==> config.mk <==
export PLATFORM = sky130hd
export DESIGN_NAME = booth_multiplier
export DESIGN_NICKNAME = d
export VERILOG_FILES = /design/src/rtl/booth_multiplier.sv
export SDC_FILE = /design/constraint.sdc
export NUM_CORES = 1
export LEC_CHECK = 0
export ABC_AREA = 0
export CORE_MARGIN = 8
export CORE_UTILIZATION = 28
export DETAILED_ROUTE_END_ITERATION = 8
export GPL_ROUTABILITY_DRIVEN = 1
export GPL_TIMING_DRIVEN = 0
export PLACE_DENSITY = 0.46
export SYNTH_ARGS = -nofsm -noshare
export SYNTH_HDL_FRONTEND = slang
export SYNTH_SLANG_ARGS = --single-unit
==> constraint.sdc <==
create_clock -name clk -period 4.9 [get_ports clk]
set_clock_uncertainty 0.15 [all_clocks]
set_input_delay 0.49 -clock clk [delete_from_list [all_inputs] [get_ports clk]]
set_output_delay 0.49 -clock clk [all_outputs]
set_load 0.1 [all_outputs]
==> src/rtl/booth_multiplier.sv <==
// ---------------------------------------------------------------------------
// booth_multiplier
//   Sequential radix-2 Booth multiplier, 8-bit signed x 8-bit signed -> 16-bit
//   signed. Each COMPUTE cycle does one 9-bit add/subtract followed by one
//   arithmetic right shift of {A,Q,q_1}. Eight iterations, then a one-cycle
//   done pulse.
//
// Ports
//   clk          in   1   rising-edge clock
//   rst_n        in   1   asynchronous active-low reset
//   start        in   1   request, accepted only while busy=0
//   multiplicand in   8   signed operand M, captured on accepted start
//   multiplier   in   8   signed operand Q, captured on accepted start
//   busy         out  1   high while an operation is in progress (registered)
//   done         out  1   one-cycle pulse, product valid (registered)
//   product      out  16  signed result, held until the next completion
// ---------------------------------------------------------------------------
module booth_multiplier (
  input  logic        clk,
  input  logic        rst_n,
  input  logic        start,
  input  logic [7:0]  multiplicand,
  input  logic [7:0]  multiplier,
  output logic        busy,
  output logic        done,
  output logic [15:0] product
);

  typedef enum logic [1:0] {
    IDLE    = 2'd0,
    COMPUTE = 2'd1,
    DONE    = 2'd2
  } state_t;

  state_t      state, state_next;

  // A and Mx carry a ninth bit so that A - Mx with Mx = -128 cannot overflow.
  logic [8:0]  acc;
  logic [8:0]  mx;
  logic [7:0]  q;
  logic        q_1;
  logic [2:0]  cnt;

  logic        load;
  logic [8:0]  sum;
  logic [8:0]  acc_shift;
  logic [7:0]  q_shift;

  // Next-state logic. DONE behaves like IDLE for start acceptance, which is
  // what allows a held start to run back-to-back operations.
  always_comb begin
    state_next = state;
    load       = 1'b0;
    case (state)
      IDLE: begin
        if (start) begin
          load       = 1'b1;
          state_next = COMPUTE;
        end
      end
      COMPUTE: begin
        if (cnt == 3'd7) begin
          state_next = DONE;
        end
      end
      DONE: begin
        if (start) begin
          load       = 1'b1;
          state_next = COMPUTE;
        end else begin
          state_next = IDLE;
        end
      end
      default: begin
        state_next = IDLE;
      end
    endcase
  end

  // Booth recoding of {Q[0], q_1}: 01 adds M, 10 subtracts M, else pass.
  always_comb begin
    sum = acc;
    case ({q[0], q_1})
      2'b01:   sum = acc + mx;
      2'b10:   sum = acc + ~mx + 9'd1;
      default: sum = acc;
    endcase
  end

  // Arithmetic shift right of {sum, Q, q_1}; the bit leaving Q becomes q_1.
  assign acc_shift = {sum[8], sum[8:1]};
  assign q_shift   = {sum[0], q[7:1]};

  // State register; busy/done are registered from the next state so they
  // never depend combinationally on inputs and can never overlap.
  always_ff @(posedge clk or negedge rst_n) begin
    if (!rst_n) begin
      state <= IDLE;
      busy  <= 1'b0;
      done  <= 1'b0;
    end else begin
      state <= state_next;
      busy  <= (state_next == COMPUTE);
      done  <= (state_next == DONE);
    end
  end

  // Datapath registers.
  always_ff @(posedge clk or negedge rst_n) begin
    if (!rst_n) begin
      acc     <= 9'd0;
      mx      <= 9'd0;
      q       <= 8'd0;
      q_1     <= 1'b0;
      cnt     <= 3'd0;
      product <= 16'h0000;
    end else if (load) begin
      acc <= 9'd0;
      mx  <= {multiplicand[7], multiplicand};
      q   <= multiplier;
      q_1 <= 1'b0;
      cnt <= 3'd0;
    end else if (state == COMPUTE) begin
      acc <= acc_shift;
      q   <= q_shift;
      q_1 <= q[0];
      cnt <= cnt + 3'd1;
      // Eighth iteration: the shifted {A[7:0], Q} is the full product.
      if (cnt == 3'd7) begin
        product <= {acc_shift[7:0], q_shift};
      end
    end
  end

endmodule

Yosys cells after proc, flatten, opt, wreduce, memory -nomap -nowiden

Cells that the tools add are included.

Add/sub/neg operators: 4
Eq/ne operators: 7
Mux-type cells: 15
Bitwise operators: 2
Reduce and logical (&&, ||, !) cells: 4

Operator list:

| kind                  | count |
|---|---|
| $add A9 B9 Y9         | 2 |
| $mux W9               | 2 |
| $pmux W9 S2           | 1 |
| $mux W8               | 2 |
| $add A9 B1 Y9 const B | 1 |
| $not A9 Y9            | 1 |
| $eq A2 B1 Y1 const B  | 3 |
| $eq A2 B2 Y1 const B  | 3 |
| $mux W3               | 2 |
| $pmux W2 S3           | 1 |
| $mux W1               | 5 |
| $mux W2               | 2 |
| $add A3 B1 Y3 const B | 1 |
| $eq A3 B3 Y1 const B  | 1 |
| $reduce_and A3 Y1     | 1 |
| $logic_not A2 Y1      | 1 |
| $reduce_bool A2 Y1    | 1 |
| $reduce_or A2 Y1      | 1 |
| $not A1 Y1            | 1 |

Register bits after elaboration: 49
Output and inout port bits: 18

Depth between registers and ports, before layout

Gate-level depths: netlist of the first run.

Depth in word-level cells: 6
Depth in mapped cells: 9

Least setup slack after synthesis of the first run

Ideal clock, no wire load.

Kind: reg2reg
From: reg acc[0]
To: reg acc[5]
Library setup time: 0.130 ns
Data arrival time: 2.003 ns
Slack: 2.617 ns
Stages on the path, launching flop included: 10
Clock period less this slack: 2.283 ns
Path through: dfrtp_1 -> ha_1 -> inv_1 -> fa_1 -> o21bai_1 -> a221oi_1 -> nor2_1 -> mux2_2 -> a211oi_1 -> a21oi_1

Word-level cells in the longest chain between the ends: 5
Elaborated cells between the ends (all ways): 6
Classes of those cells: add/sub: 3; mux: 3

RTL lines:

| item                     | line | source |
|---|---|---|
| start: declaration       | 38   | `logic [8:0] acc;` |
| start signal: assignment | 124  | `acc <= acc_shift;` |
| $add A9 B9 Y9            | 85   | `2'b10: sum = acc + ~mx + 9'd1;` |
| $add A9 B1 Y9            | 85   |  |
| $pmux W9 S2 (*)          | 83   | `case ({q[0], q_1})` |
| $mux W9 (*)              | 123  | `end else if (state == COMPUTE) begin` |
| $mux W9 (*)              | 117  | `end else if (load) begin` |

Mark *: on every way between the ends. The rest lies on a longest branch, timed or not. The select of a mux whose other input is x is not followed.
A chain may end at the register's enable or synchronous reset.

Worst setup path in the final report of the first run

From: reg mx[1]
To: reg product[14]

Word-level cells in the longest chain between the ends: 4
Elaborated cells between the ends (all ways): 5
Classes of those cells: add/sub: 3; mux: 1; bitwise: 1

RTL lines:

| item                     | line | source |
|---|---|---|
| start: declaration       | 39   | `logic [8:0] mx;` |
| start signal: assignment | 119  | `mx <= {multiplicand[7], multiplicand};` |
| $not A9 Y9               | 85   |  |
| $add A9 B9 Y9            | 85   |  |
| $add A9 B1 Y9            | 85   |  |
| $pmux W9 S2 (*)          | 83   |  |
| end signal: assignment   | 130  | `product <= {acc_shift[7:0], q_shift};` |
| end: declaration         | 26   | `output logic [15:0] product` |

Mark *: on every way between the ends. The rest lies on a longest branch, timed or not.

==> results.md, run 1 <==
* Outcome: finished, final reports clean
* Largest family of logic cells by synthesized area: compound AO/OA/AOI/OAI gates
* Largest area contributor in the netlist: dfrtp_1
* Worst Setup Start Kind: register
* Hold_buf cts at 0
* Distinct cell type count after synthesis at 45
* Slew at the pin with the worst max-slew slack at 973.6 ps
* Synth area leaders: dfrtp_1 43%, nand2_1 9.0%, ha_1 9.0%, o21ai_0 5.2%, a21oi_1 3.8%
* WL/cell at 14.44 um
* Grt total ovfl at 0
* Yosys warning total at 0
* Period utilisation layout at 0.5391
* Pre-antenna DRT Iters at 4
* Vias in the first global route at 2319
* Synth Area in XOR/XNOR at 0.01574
* Max-slew violations at 0
* Sequential share of the synthesized area at 0.4318
* Final setup violation count at 0
* Fraction of layout instances using a drive strength above 1 at 0.04065
* DPL Wire Length at 5.506 mm
* Antenna Nets Post-Route at 0
* Max clock buf depth at 2
* End of the worst register-to-register path: product[14]
* Syn_nets at 365
* Syn_area_per_cell at 8.585 sq um
* Final Hold Violating Endpoints at 0
* Top-area cell type share of the netlist area at 0.4318
* CP required at 4930 ps
* CTS root buf: clkbuf_8
* Crit path arrival time at 2680 ps
* DRT iter0 DRCs at 90
* Post-Synthesis Cells at 324
* Clk pin slew, worst setup/hold paths at 100 ps
* RR Startpoint: mx[1]
* Port Buffer Count at 36
* WL final at 7.249 mm
* Total GRT Usage at 0.1143
* Fin crit period at 2642 ps
* Resized Gates After CTS at 0
* Worst Reg-to-Reg Cells at 8
* Async set-reset flop share out of synthesis at 1.000
* Die area at 13380 sq um
* Core area at 9729 sq um
* Critical Path End Type: register
* Pin count of the biggest net entering global routing at 28
* Critical path type: reg2reg
* Final-stage net count at 409
* Fill count at 1058
* DRC at 0
* CTS buffer count at 5
* Top cells by count, synth: 67 x nand2_1, 48 x dfrtp_1, 29 x o21ai_0
* Largest fanout on the critical path at 3
* Setup bufs post-CTS at 0
* Post-Synth Adder-Cell Area at 0.1044
* Compound-Gate Fraction of Synth Area at 0.1997
* Worst min path class: in2async
* Post-synthesis mux area share at 0.01125
* Area grow syn2layout at 23.26%
* Max-cap violations at 0
* Simple-gate share of the synthesized area at 0.1732
* Via count at 2328
* CTS tree: yes
* First-pass GRT wire length at 11.85 mm
* Worst skew pair latency at 310 ps
* H-Tree Level Count at 2
* Synth Flop Type: dfrtp_1
* Unrepaired setup endpoints after global routing: no
* Ant. Diodes at 0
* Slew headroom at 0.3489
* Initial Util at 0.2859
* Worst reg-to-reg setup slack at 2260 ps
* Synthesis-stage register bit count at 48
* Setup tns final at 0 ps
* Mapped cell area at 2781 sq um
* Die height at 115.7 um
* IO Pins at 37
* Clock sink count at 48
* Maximum clock frequency at 378.5 MHz
* GPL Wtd Cong at 0.7772
* Initial antenna violation count at 0
* Post-synth EDFFs at 0
* Die X at 115.7 um
* Top-count cell post-synth: nand2_1
* # rows at 36
* Final WS setup at 2258 ps
* Pre-CTS WS at 2268 ps
* Vias per cell at 4.637
==> area by class of cell <==
cell class                      instances  area, sq um  area share
Clock buffer                            6        82.58     0.02409
Buffer                                 20        83.83     0.02445
Clock inverter                          2        15.01    0.004380
Sequential cell                        48         1201      0.3504
Inverter                               25        93.84     0.02737
Timing Repair Buffer                   37        382.9      0.1117
Multi-Input combinational cell        231         1403      0.4091
Tap cell                              133        166.4     0.04854
==> logic make-up (layout without fill, tap and decap cells) <==
family,after synthesis,count (layout)
and+or+nand+nor,113,113
AOI/OAI and AO/OA,88,88
muxes,3,3
xor gates and xnor gates,5,5
DFF,48,48
buffers and inverters,45,90
adders and majority gates,22,22
==> metal layers <==
layer / share of wire / vias to the layer above / routed length, um / GRT usage
li1: - / 1179 / - / -
met1: 0.50 / 1108 / 3606 / 0.1551
met2: 0.46 / 36 / 3301 / 0.1779
met3: 0.036 / 5 / 264 / 0.02137
met4: 0.011 / 0 / 77 / 0.03889
met5: 0 / - / 0 / 0
==> metrics by stage <==
stage,hold slack [ps],cell area (sq um),cells,util
2_1_floorplan,44.41,2781,324,-
3_3_place_gp,310.7,3308,493,0.3400
3_5_place_dp,315.6,3331,494,0.3423
4_1_cts,74.72,3428,502,0.3524
5_1_grt,114.0,3428,502,0.3524
6_report,58.16,3428,502,0.3524
==> sequential cells by signal (all words and copies together), names as in the netlist <==
name	cells
product	16
mx	8
q_1	1
cnt	3
state	2
done	1
acc	8
busy	1
q	8
==> worst max-delay path by stage <==
| stage | slack [ps] | endpoint | from | cells after the start |
|---|---|---|---|---|
| 2_1_floorplan | 2620 | acc[5] | acc[0] | 9 |
| 3_3_place_gp | 1580 | done | rst_n | 1 |
| 3_5_place_dp | 2270 | mx[4] | start | 5 |
| 4_1_cts | 2230 | product[14] | mx[1] | 8 |
| 5_1_grt | 2080 | product[13] | acc[0] | 9 |
| 6_report | 2260 | product[14] | mx[1] | 8 |
==> worst max-delay path, cell delays in order (launching register included) <==
cell and delay (ps):
dfrtp_1 420, inv_1 100, ha_1 290, nand2b_1 180, a2111oi_2 580, nor4b_1 100
nor4_1 290, a2bb2oi_1 280, o21ai_0 130
==> cell usage in the layout (no fill, tap or decap), drive strengths merged, types with 5 or more instances in the layout <==
cell            n
nand2b          5
o21ai          30
nor2           24
nor3            5
nor2b           6
clkdlybuf4s50  35
a21oi          21
ha             20
dfrtp          48
clkbuf         24
inv            25
a31oi           8
nand2          67
Power of run 1 is left out: the tool's default activity adds up to more than one toggle a clock period on the data nets, which glitch-free logic cannot reach.
==> inputs of run 2 (changes only) <==
- PLACE_DENSITY: 0.46 -> 0.48
- clock period: 4.9 -> 2.3 ns (I/O delays scaled with it)
==> results.md, run 2 (synthesis results as in run 1) <==
* DPL Wire Length at 5.528 mm (+0.40%)
* Outcome: complete, but fails checks
* WL/cell at 14.74 um (+2.1%)
* Worst min path class: in2async
* Grt total ovfl at 0 (unchanged)
* Critical Path End Type: register
* Max clock buf depth at 2 (unchanged)
* CP required at 2370 ps (-2560 ps)
* Unrepaired setup endpoints after global routing: yes
* Die area at 13380 sq um (unchanged)
* Final Hold Violating Endpoints at 0 (unchanged)
* Vias in the first global route at 2456 (+5.9%)
* Core area at 9729 sq um (unchanged)
* Area grow syn2layout at 34.68%
* Final setup violation count at 4 (+4)
* Fill count at 1030 (-2.6%)
* DP Area at 3323 sq um (-0.23%)
* CTS root buf: clkbuf_8
* Register with the most flip-flops: product
* Worst reg-to-reg setup slack at -20 ps (-2280 ps)
* Slew at the pin with the worst max-slew slack at 982.9 ps (+9.299 ps)
* Period utilisation layout at 1.011 (+0.4715)
* CTS buffer count at 5 (unchanged)
* Antenna Nets Post-Route at 0 (unchanged)
* Worst Setup Start Kind: register
* Crit path arrival time at 2400 ps (-280 ps)
* Final-stage net count at 421 (+2.9%)
* Maximum clock frequency at 430.2 MHz (+14%)
* Slew headroom at 0.3427 (-0.006218)
* Critical path type: reg2reg
* DRC at 0 (unchanged)
* Initial antenna violation count at 0 (unchanged)
* Total GRT Usage at 0.1192 (+0.004875)
* Commonest non-fill, non-tap cells in the layout: 67 x nand2_1, 47 x dfrtp_1, 35 x clkdlybuf4s50_1
* # rows at 36 (unchanged)
* Via count at 2395 (+2.9%)
* Setup tns final at -72.01 ps (-72.01 ps)
* IO Pins at 37 (unchanged)
* Initial Util at 0.2859 (unchanged)
* Fraction of layout instances using a drive strength above 1 at 0.1447 (+0.1041)
* Inst Count DP at 494 (unchanged)
* Clock sink count at 48 (unchanged)
* Max-cap violations at 0 (unchanged)
* Vias per cell at 4.669 (+0.67%)
* Final WS setup at -24.35 ps (-2283 ps)
* Post-Layout Cell Count at 513 (+2.2%)
* Die height at 115.7 um (unchanged)
* Fin area at 3746 sq um (+9.3%)
* CTS tree: yes
* Failing checks: setup timing
* Pin count of the biggest net entering global routing at 30 (+7.1%)
* WL final at 7.561 mm (+4.3%)
* Largest fanout on the critical path at 8 (+5)
* First-pass GRT wire length at 12.62 mm (+6.5%)
* Die X at 115.7 um (unchanged)
* Most common cell after layout, fill and taps aside: nand2_1
* GPL Wtd Cong at 0.7975 (+2.6%)
* Fin crit period at 2324 ps (-317.4 ps)
* Max reg flops at 16 (unchanged)
* Pre-CTS WS at -352.5 ps (-2621 ps)
* Port Buffer Count at 36 (unchanged)
* H-Tree Level Count at 2 (unchanged)
* Ant. Diodes at 0 (unchanged)
* Pre-antenna DRT Iters at 4 (unchanged)
* Worst skew pair latency at 290 ps (-20 ps)
* DRT iter0 DRCs at 128 (+42%)
* Max-slew violations at 0 (unchanged)
* Clk pin slew, worst setup/hold paths at 90 ps (about the same)
-- run 2: cell count changes in the layout (fill, tap and decap cells not counted), sizes merged --
cell / previous run / this run
buf: 4 / 16
bufinv: 0 / 2
clkbuf: 24 / 22
clkinvlp: 2 / 0
dlygate4sd3: 0 / 1
-- run 2: worst paths after layout --
| kind | startpoint | to | cells after the start |
|---|---|---|---|
| max | acc[2] | product[12] | 8 |
| max in group asynchronous | rst_n | acc[6] | 3 |
| min in group clk | multiplicand[0] | mx[0] | 3 |
| max reg2reg | acc[2] | product[12] | 8 |
| min reg2reg | product[9] | product[9] | 2 |
| min | rst_n | done | 2 |
-- run 2: worst max-delay path, stage by stage, from the launching register on --
cell     delay, ps
dfrtp_1        420
ha_1           310
buf_6          150
o21a_1         170
o31a_2         120
o21a_1         180
o21ai_1        110
or4b_4         480
a31oi_1        170
-- run 2: metrics by stage --
stage	utilization	hold WS [ps]
floorplan	-	-215.6
global placement	0.3400	310.7
detailed placement	0.3416	83.09
CTS	0.3776	288.7
global route	0.3850	301.6
finish	0.3850	278.2
-- run 2: layout make-up --
class                      instances  area, sq um  area share
buffer                            19        90.09     0.02405
clock buffer                       5        68.82     0.01837
clock inverter                     2        60.06     0.01603
inverter                          25        93.84     0.02505
multi-input combinational        231         1577      0.4208
sequential                        48         1202      0.3210
tap                              133        166.4     0.04442
timing repair buffer              50        488.0      0.1303
-- run 2: metal layers --
metal | wire, um | global-route usage | part of all wire
met2 | 3667 | 0.1899 | 0.48
met1 | 3581 | 0.1633 | 0.47
met5 | 0 | 0 | 0
met4 | 106 | 0.03284 | 0.014
met3 | 205 | 0.01824 | 0.027
-- run 2: repair_timing --
action	4_1_cts	5_1_grt
endpoints found under the setup margin	12	15
buffers inserted	9	3
hold buffers	1	0
gates resized for setup	28	19
hold endpoints to repair	19	0
pin swaps	12	8
Power of run 2 is left out for the same reason.
==> RTL edit 1 (flow settings as in run 2) <==
Reset style: synchronous (`rst_n`), changed in 2 clocked blocks. Comments in the files are not updated.
--- a/src/rtl/booth_multiplier.sv
+++ b/src/rtl/booth_multiplier.sv
@@ -94,5 +94,5 @@
   // State register; busy/done are registered from the next state so they
   // never depend combinationally on inputs and can never overlap.
-  always_ff @(posedge clk or negedge rst_n) begin
+  always_ff @(posedge clk) begin
     if (!rst_n) begin
       state <= IDLE;
@@ -107,5 +107,5 @@
 
   // Datapath registers.
-  always_ff @(posedge clk or negedge rst_n) begin
+  always_ff @(posedge clk) begin
     if (!rst_n) begin
       acc     <= 9'd0;
Behaviour: differs if rst_n is asserted again (counterexample within 4 cycles, from zero or initial values and one cycle with rst_n low); with rst_n held inactive, the same outputs for 4 cycles.
==> RTL edit 1 against run 2 <==
- critical path depth up 1
- wire length up 6.2%
- sequential cell count unchanged
- non-clock buffer count down 7
- highest routed layer unchanged
- first-iteration DRC count down 33%
- critical path type unchanged
- die area up 0.55%
- synthesized area up 0.63%
- design area down 3.2%
- worst setup slack better by 0.084 ns
- sequential share of layout area down 5.1 points
- core utilization down 1.2 points
Power is left out: it rests on default switching activity, and per cell area and clock period it moved more than threefold.
==> RTL edit 1: results (changes against run 2) <==
synthesized area 2799 sq um (+0.63%); Total GRT Usage 0.1197 (+0.0005556); slowest CP cell dfxtp_4; worst flop-to-flop path endpoint product[15]; worst slack, placed -0.3411 ns (+0.01140 ns); mux share of post-synthesis cell area 0.003576 (-0.007670); CP Data Arrival Time 2.28 ns (-0.12 ns); synth cell count leaders nand2_1 (57), dfxtp_1 (48), nor2_1 (27); post-synth cell types 50 (+11%); placed cell areas 3316 sq um (-0.23%); Synth Area in XOR/XNOR 0.02190 (+0.006160); first-pass GRT wire length 12730 microns (+0.87%); Avg Inst Size Synth 7.974 sq um (-7.1%); Final #Nets 437 (+3.8%); Max-slew headroom 0.3443 (+0.001600); Async SR Flop Fraction 0 (-1.000); met2 Resource Use GR 0.1992 (+0.009307); Worst Reg-to-Reg Cells 9 (+1); outcome finished, final reports clean; hold slack 0.1875 ns (-0.09079 ns); Initial DRC Count 86 (-33%); Tightest Hold Check Type input port to flip-flop; layout cells sized above 1 0.1436 (-0.001160); Synth area leaders dfxtp_1 (34%), ha_1 (8.9%), nand2_1 (7.6%); Fill cells 1060 (+2.9%); flop2flop setup slack 0.06 ns (+0.08 ns); Critical path origin mx[0]; met1 usage 0.1538 (-0.009513); met2 routed WL 3799 microns (+3.6%); Inst Count DP 519 (+5.1%); Skew-Pair Late Insertion Delay 0.31 ns (+0.02 ns); Final Cycle Share 0.9741 (-0.03644); sequential cell area fraction in the yosys report 0.3433 (-0.08853); largest net degree at the start of global routing 16 (-47%)
RTL edit 1: cells by family after synthesis:
family          count (synthesis)
flops                          48
fa+ha+maj                      22
mux                             1
simple gates                  138
compound gates                 89
xor+xnor                        7
buf+inv                        46
RTL edit 1: layout make-up:
class / count / area [sq um] / area share
Inverter: 22 / 82.58 / 0.02277
Multi-Input combinational cell: 257 / 1794 / 0.4947
Timing Repair Buffer: 39 / 380.4 / 0.1049
Clock buffer: 6 / 82.58 / 0.02277
Buffer: 23 / 102.6 / 0.02829
Clock inverter: 2 / 38.79 / 0.01069
Tap cell: 133 / 166.4 / 0.04588
Sequential cell: 48 / 979.7 / 0.2701
RTL edit 1: worst max-delay path: cells and delay by family, from the launching register on:
kind	cells	cell delay, ns
fa+ha+maj	2	0.48
buf+inv	1	0.05
compound gates	6	1.05
flops	1	0.39
RTL edit 1: what timing repair did:
item / CTS / global route
gates resized for setup: 16 / 26
pin swaps: 5 / 7
setup endpoints to repair: 10 / 8
buffers inserted: 1 / 3
==> RTL edit 2 (settings of run 2) <==
Without the edit above. Register the output `product` once more, with the module's reset; this adds one clock of latency there. The other outputs are not delayed to match. Comments in the files are not updated.
--- a/src/rtl/booth_multiplier.sv
+++ b/src/rtl/booth_multiplier.sv
@@ -32,4 +32,6 @@
     DONE    = 2'd2
   } state_t;
+
+  logic [15:0] product_s0;
 
   state_t      state, state_next;
@@ -114,5 +116,5 @@
       q_1     <= 1'b0;
       cnt     <= 3'd0;
-      product <= 16'h0000;
+      product_s0 <= 16'h0000;
     end else if (load) begin
       acc <= 9'd0;
@@ -128,6 +130,14 @@
       // Eighth iteration: the shifted {A[7:0], Q} is the full product.
       if (cnt == 3'd7) begin
-        product <= {acc_shift[7:0], q_shift};
+        product_s0 <= {acc_shift[7:0], q_shift};
       end
+    end
+  end
+
+  always_ff @(posedge clk or negedge rst_n) begin
+    if (!rst_n) begin
+      product <= '0;
+    end else begin
+      product <= product_s0;
     end
   end
Formal check against the unedited RTL: not equivalent (Yosys sat finds a counterexample within 10 cycles, from zero or initial values and one cycle with rst_n low).
==> RTL edit 2 against run 2 <==
- the run still ends with setup timing left
- via count is 1.9% higher
- critical path depth is 1 higher
- synthesized area is 14% higher
- core utilization is 0.51 points lower
- highest routed layer unchanged
- largest cell class is now flip-flops and latches
- wire length is 5.9% higher
- worst setup slack worse by 0.035 ns
- design area is 14% higher
- sequential cell count is 16 higher
Power is not shown: default switching activity piles up to over one toggle a cycle in this logic, so the estimate is an artifact.
==> RTL edit 2: results (changes against run 2) <==
Final setup viols 4 (unchanged); synth cell count leaders dfrtp_1 (64), nand2_1 (59), inv_1 (21), o21ai_0 (21), ha_1 (20); DRT met1 WL 3789 microns (+5.8%); Max Used Layer met4; CTS Buf Count 9 (+4); largest net degree at the start of global routing 65 (+120%); Port Buf Inserts 36 (unchanged); deepest clock path buffer count 2 (unchanged); HP Start product_s0[11]; CTS-repair resized insts 10 (-64%); synthesis warning total 0 (unchanged); Async SR Flop Fraction 1.000 (unchanged); layout cells sized above 1 0.2048 (+0.06005); first-pass GRT wire length 12900 microns (+2.2%); met1 usage 0.1484 (-0.01491); post-detail-place hpwl 5398 microns (-2.4%); hold slack 0.2192 ns (-0.05904 ns); post-CTS setup buffers 8 (-1); routed wire length 8007 microns (+5.9%); worst flop-to-flop path endpoint acc[7]; Worst Reg-to-Reg Cells 9 (+1); failing checks setup timing; Setup WS post-layout -0.05950 ns (-0.03515 ns); slowest CP cell fa_2; worst setup path class flip-flop to flip-flop; Initial DRC Count 129 (+0.78%); Final #Nets 412 (-2.1%); CP max stage delay 0.38 ns (-0.10 ns); CP max FO 3 (-5); Worst Hold End product[11]; Skew-Pair Late Insertion Delay 0.33 ns (+0.04 ns); Slew Limit Fails 0 (unchanged); Synth area leaders dfrtp_1 (50%), ha_1 (7.9%), nand2_1 (7.0%); Largest delay share family, worst path compound AO/OA/AOI/OAI gates; Max-slew headroom 0.3469 (+0.004208); met3 Track Usage GR 0.02162 (+0.003380); outcome finished, violations left; CTS Root Buffer Type clkbuf_16; Total GRT Usage 0.1116 (-0.007603); post-synth cell types 53 (+18%); Avg Vias per Cell 4.701 (+0.70%); number of global-route vias before repair 2492 (+1.5%); cts hold-fix bufs 1 (unchanged); sequential cell area fraction in the yosys report 0.5043 (+0.07249); H-tree levels 3 (+1); met2 routed WL 3754 microns (+2.4%); Worst-path clk slew 0.06 ns (-0.03 ns); Critical path origin acc[0]; Post-Syn Nets 350 (-4.1%); worst slack, placed -0.1949 ns (+0.1575 ns); Tightest Hold Check Type flip-flop to flip-flop; routed wire length on met3 312 microns (+52%); initial antenna violation count 0 (unchanged); met2 Resource Use GR 0.1736 (-0.01637); GPL Wtd Cong 0.8254 (+3.5%)
## RTL edit 2: area by class of cell
cell class	count	area (sq um)
Fill cell	1110	6959
Sequential cell	64	1605
Multi-Input combinational cell	209	1543
Timing Repair Buffer	51	476.7
Clock buffer	9	225.2
Tap cell	143	178.9
Buffer	15	101.3
Inverter	21	78.83
Clock inverter	7	55.05
## RTL edit 2: per-stage QoR
stage	cell area [sq um]	setup TNS (ns)	std cells
6_report	4264	-0.1807	519
5_1_grt	4264	-0.8963	519
4_1_cts	4098	-0.2415	513
3_5_place_dp	3712	-1.531	488
3_3_place_gp	3715	-91.86	488
2_1_floorplan	3176	0	309
## RTL edit 2: cells by family (layout without fill, tap and decap cells)
kind of cell               count (synthesis)  in the layout  share of synthesized area
xor gates and xnor gates                   7              7                    0.01931
DFF                                       64             64                     0.5043
AOI/OAI and AO/OA                         79             79                     0.1797
muxes                                      4              4                    0.01340
adders and majority gates                 22             22                    0.09141
and+or+nand+nor                           97             97                     0.1351
buffers and inverters                     36            103                    0.05674
